### src/rtl/led_pattern_sched.sv
// Command-driven LED pattern scheduler: a small command FIFO feeding a
// playback engine that steps SOLID/ROTATE/BLINK/OFF patterns on a divided tick.
module led_pattern_sched #(
    parameter int unsigned LED_W      = 2,
    parameter int unsigned TICK_DIV   = 10_000_000,
    parameter int unsigned FIFO_DEPTH = 4
) (
    input  logic             clk,
    input  logic             rst,
    input  logic             cmd_valid,
    output logic             cmd_ready,
    input  logic [1:0]       cmd_mode,
    input  logic [LED_W-1:0] cmd_pattern,
    input  logic [7:0]       cmd_steps,
    output logic [LED_W-1:0] led,
    output logic             busy,
    output logic             done
);

    localparam int unsigned PTR_W  = $clog2(FIFO_DEPTH);
    localparam int unsigned PTR_CW = PTR_W + 1;
    localparam int unsigned TICK_W = $clog2(TICK_DIV);

    typedef enum logic [1:0] {
        MODE_SOLID  = 2'd0,
        MODE_ROTATE = 2'd1,
        MODE_BLINK  = 2'd2,
        MODE_OFF    = 2'd3
    } mode_e;

    typedef enum logic {
        ST_IDLE = 1'b0,
        ST_RUN  = 1'b1
    } state_e;

    typedef struct packed {
        mode_e            mode;
        logic [LED_W-1:0] pattern;
        logic [7:0]       steps;
    } cmd_t;

    cmd_t               fifo_mem_q [FIFO_DEPTH];
    logic [PTR_CW-1:0]  wr_ptr_q, rd_ptr_q;
    logic               fifo_empty, fifo_full, push, pop;
    cmd_t               in_cmd, head;

    state_e             state_q, state_d;
    cmd_t               cur_q, cur_d;
    logic [TICK_W-1:0]  tick_q, tick_d;
    logic [7:0]         step_q, step_d;
    logic               phase_q, phase_d;
    logic [LED_W-1:0]   led_q, led_d;
    logic               done_q, done_d;
    logic               tick, finish, load;

    // Pointers carry one extra wrap bit so full and empty are distinguishable.
    assign fifo_empty = (wr_ptr_q == rd_ptr_q);
    assign fifo_full  = (wr_ptr_q[PTR_W] != rd_ptr_q[PTR_W]) &&
                        (wr_ptr_q[PTR_W-1:0] == rd_ptr_q[PTR_W-1:0]);
    assign cmd_ready  = !fifo_full;
    assign push       = cmd_valid && !fifo_full;
    assign head       = fifo_mem_q[rd_ptr_q[PTR_W-1:0]];

    assign in_cmd.mode    = mode_e'(cmd_mode);
    assign in_cmd.pattern = cmd_pattern;
    assign in_cmd.steps   = cmd_steps;

    assign busy = (state_q == ST_RUN) || !fifo_empty;
    assign led  = led_q;
    assign done = done_q;

    assign tick   = (state_q == ST_RUN) && (tick_q == TICK_W'(TICK_DIV - 1));
    // Counted commands end on their last step; forever commands yield to a queued one.
    assign finish = (cur_q.steps != 8'd0) ? (step_q == cur_q.steps - 8'd1) : !fifo_empty;

    always_ff @(posedge clk) begin
        if (rst) begin
            wr_ptr_q <= '0;
            rd_ptr_q <= '0;
        end else begin
            if (push) wr_ptr_q <= wr_ptr_q + PTR_CW'(1);
            if (pop)  rd_ptr_q <= rd_ptr_q + PTR_CW'(1);
        end
    end

    always_ff @(posedge clk) begin
        if (push && !rst) fifo_mem_q[wr_ptr_q[PTR_W-1:0]] <= in_cmd;
    end

    always_ff @(posedge clk) begin
        if (rst) begin
            state_q <= ST_IDLE;
            cur_q   <= '0;
            tick_q  <= '0;
            step_q  <= '0;
            phase_q <= 1'b0;
            led_q   <= '0;
            done_q  <= 1'b0;
        end else begin
            state_q <= state_d;
            cur_q   <= cur_d;
            tick_q  <= tick_d;
            step_q  <= step_d;
            phase_q <= phase_d;
            led_q   <= led_d;
            done_q  <= done_d;
        end
    end

    always_comb begin
        state_d = state_q;
        cur_d   = cur_q;
        tick_d  = tick_q;
        step_d  = step_q;
        phase_d = phase_q;
        led_d   = led_q;
        done_d  = 1'b0;
        pop     = 1'b0;
        load    = 1'b0;

        case (state_q)
            ST_IDLE: begin
                led_d = '0;
                if (!fifo_empty) load = 1'b1;
            end
            ST_RUN: begin
                tick_d = tick ? '0 : tick_q + TICK_W'(1);
                if (tick) begin
                    step_d = (step_q == 8'hFF) ? step_q : step_q + 8'd1;
                    if (finish) begin
                        done_d = 1'b1;
                        if (!fifo_empty) begin
                            load = 1'b1;
                        end else begin
                            state_d = ST_IDLE;
                            led_d   = '0;
                        end
                    end else begin
                        case (cur_q.mode)
                            MODE_SOLID:  led_d = led_q;
                            MODE_ROTATE: led_d = {led_q[LED_W-2:0], led_q[LED_W-1]};
                            MODE_BLINK: begin
                                phase_d = !phase_q;
                                led_d   = phase_q ? cur_q.pattern : '0;
                            end
                            MODE_OFF:    led_d = '0;
                            default:     led_d = '0;
                        endcase
                    end
                end
            end
            default: state_d = ST_IDLE;
        endcase

        // A load overrides any mode update made on the same tick.
        if (load) begin
            pop     = 1'b1;
            cur_d   = head;
            tick_d  = '0;
            step_d  = '0;
            phase_d = 1'b0;
            led_d   = (head.mode == MODE_OFF) ? '0 : head.pattern;
            state_d = ST_RUN;
        end
    end

endmodule

### config.mk
export PLATFORM = sky130hd
export DESIGN_NAME = led_pattern_sched
export DESIGN_NICKNAME = d
export VERILOG_FILES = /design/src/rtl/led_pattern_sched.sv
export SDC_FILE = /design/constraint.sdc
export NUM_CORES = 1
export LEC_CHECK = 0
export BUFFER_PORTS_ARGS = -buffer_cell sky130_fd_sc_hd__buf_2
export CAP_MARGIN = 40
export CORE_MARGIN = 2
export CORE_UTILIZATION = 50
export CTS_BUF_LIST = sky130_fd_sc_hd__clkbuf_16
export CTS_CLUSTER_DIAMETER = 30
export CTS_CLUSTER_SIZE = 10
export DETAILED_ROUTE_END_ITERATION = 7
export PLACE_DENSITY = 0.67
export SLEW_MARGIN = 25
export SYNTH_ARGS = -nofsm -noshare
export SYNTH_HDL_FRONTEND = slang
export SYNTH_SLANG_ARGS = --single-unit
### constraint.sdc
create_clock -name clk -period 4.1 [get_ports clk]
set_input_delay 0.41 -clock clk [delete_from_list [all_inputs] [get_ports clk]]
set_output_delay 0.41 -clock clk [all_outputs]
set_load 0.01 [all_outputs]
==> results.yml <==
status:
  status: "finished, final reports clean"
min_path:
  hold_path.class: "input pin to flip-flop"
floorplan:
  die_y_um: 102.0
  core-area_um2: 9284
  initial_core_util_pct: 51.68
  rows: 35
  die_w_um: 102.0
  die_area_um2: 10400
  ios: 20
synth:
  synthCells: 431
  yosysMostFrequentCell: "dfxtp_1"
  postSynthAreaPerCell_um2: 11.13
  synth-edff-count: 48
  synth_top_area_cell: "edfxtp_1"
  yosys_most_used_dff: "dfxtp_1"
  syn-cell-area_um2: 4798
  synth_top_area_share_pct: 30.04
  synth_fp_nets: 454
  synthTopCellsByArea: "edfxtp_1, dfxtp_1, mux4_2"
  ys_ff_latch: 105
  seq_area_frac_synth_pct: 53.82
  yosysWarnings: 0
  ys_async_sr_fraction_pct: 0
  netlist_top_cells_count: "dfxtp_1, edfxtp_1, nor2_1"
  ys_types: 62
route:
  firstDrtPassIters: 4
  postRouteAntennaNets: 0
  drt_wl_total_um: 9024
  drc_errors: 0
  dr_total_vias: 3254
  drt_iter0_drc: 112
  vias_per_cell: 5.610
  wire_per_inst_um: 15.56
clock_network:
  cts_resized: 0
  root_buffer: "clkbuf_16"
  cts_setup_buffers: 0
  cts_buffer_depth: 2
  clk_latency_ns: 0.34
  htreeDepth: 3
  hold_buffers: 0
  clk_pin_slew_ns: 0.07
  cts_tree: "built"
  clock_sinks: 105
  cts_made_buffers: 9
place:
  hpwlAfterDp_um: 6198
  place_area_um2: 5006
  gp_congestion: 0.8443
  portBuffers: 19
  dp_cells: 563
pwr:
  power_density_nw_per_um2: 544.5
  leakagePower_nw: 1.793
  internal-power_mw: 1.944
  ir_drop_uv: 325.5
  seqPwrFrac_pct: 43.8
  comb_power_share_pct: 27.6
  swShare_pct: 32.57
  switching_power_mw: 0.9393
  clock_power_share_pct: 28.6
flow_run:
  maxCapViolations: 0
critical_path:
  cp_max_fo: 16
  crit_buf_inv: 2
  cp_cell_sequence: "inv_1 > ha_1 > or3b_1 > or4_4 > nand2b_4 > o211a_1 > o21ai_1 > clkbuf_4 > a21oi_1"
  path_class: "flip-flop to flip-flop"
  cp-end-kind: "flip-flop"
  start_kind: "flip-flop"
  cpMaxStageDelayCell: "or4_4"
  arrival_ns: 2.94
  required_ns: 4.32
  slowest_delay_ns: 0.52
  path_delay_family: "simple AND/OR/NAND/NOR gates"
timing:
  period_share_pct: 66.45
  min_period_ns: 2.725
  slew_headroom_pct: 56.34
  fin_skew_ns: 0.007100
  fin_setup_tns_ns: 0
  rsz0062_at_grt: "false"
  fmax_ghz: 0.3670
  hold_viol: 0
  setup_viol: 0
  tightest_slew_ns: 0.6549
  fin_hold_ws_ns: 0.2734
  slew_violations: 0
final_layout:
  final_cells: 580
  n_antenna_cell: 0
  drive_above_1_share_pct: 14.19
  layout.nets: 469
  fin_area_um2: 5296
  final_core_util_pct: 57.05
  area_delta_synth_final_pct: 10.38
global_routing:
  grt_overflow: 0
  antenna_found_initial: 0
  grtUsageTotal_pct: 19.24
  grt_start_max_net_pins: 31
  grt_pass1_wl_um: 15460
  grt_pass1_vias: 3196
## metrics by stage
stage / power [mW] / setup WS (ns)
floorplan: 1.901 / 1.760
CTS: 2.912 / 1.083
global route: 3.045 / 1.167
detailed placement: 2.082 / 1.084
global placement: 2.054 / 1.196
finish: 2.884 / 1.375
## cell type report
type	instances	area (um^2)
Tap cell	129	161.4
Clock inverter	7	57.56
Timing Repair Buffer	23	132.6
Clock buffer	9	225.2
Multi-Input combinational cell	298	2103
Sequential cell	105	2582
Inverter	9	33.78
Fill cell	817	3988
## metal layers
layer,part of all wire (%),vias to the layer above,global-route usage (%)
li1,-,1622,-
met5,0,-,0
met1,45,1581,23.88
met2,52,49,32.79
met4,0.49,0,6.769
met3,3.1,2,4.856
## cell usage in the layout, fill, tap and decap left out, drive strengths merged, types with 2 or more instances in the layout
cell type,netlist,final
nand4,7,7
nor4,5,5
and2,6,6
xor2,17,17
ha,8,8
o211a,3,3
or3b,2,2
nand3,31,31
o31ai,2,2
a31oi,3,3
nor4b,2,2
xnor2,21,21
o211ai,6,6
inv,8,13
nor2b,4,4
edfxtp,48,48
o21ai,22,22
nor4bb,2,2
o2111ai,2,2
clkinv,1,3
nand2,21,21
or4,3,3
o22a,2,2
and3b,2,2
or2,2,2
nor2,45,45
and4,3,3
buf,4,22
or3,5,5
nand2b,5,5
clkbuf,15,10
and3,5,5
dfxtp,57,57
a21oi,23,23
mux4,12,12
nor3,10,10
## final timing paths
check / from / endpoint / slack (ns) / cells past startpoint
worst max-delay path: cur_q[0] / phase_q / 1.38 / 9
worst min-delay path: cmd_mode[0] / fifo_mem_q[1][10] / 0.27 / 1
worst max register to register: cur_q[0] / phase_q / 1.38 / 9
worst min register to register: cur_q[8] / cur_q[8] / 0.49 / 2
## registers in the layout (all words and copies together) (netlist names), named ones only
name and count:
wr_ptr_q 3, tick_q 24, step_q 8, phase_q 1, led 2, done 1, fifo_mem_q 48, rd_ptr_q 3
cur_q 12, state_q 1
## power by group through the flow
| stage | logic [mW] | clock network [mW] | registers (mW) |
|---|---|---|---|
| floorplan | 0.656 | 0 | 1.25 |
| global placement | 0.752 | 0 | 1.30 |
| detailed placement | 0.793 | 0 | 1.29 |
| CTS | 0.799 | 0.848 | 1.27 |
| global route | 0.883 | 0.884 | 1.28 |
| finish | 0.797 | 0.824 | 1.26 |
## kinds of logic after synthesis
logic type               count (synthesis)  synth area share (%)
AND/OR/NAND/NOR                        163                 18.02
flip-flops                             105                 53.82
AO/OA/AOI/OAI                           75                 10.72
XOR/XNOR                                38                 6.936
buffers and inverters                   28                 2.347
multiplexers                            14                 6.076
adder cells (fa/ha/maj)                  8                 2.086
Power figures use the tool's default switching activity.
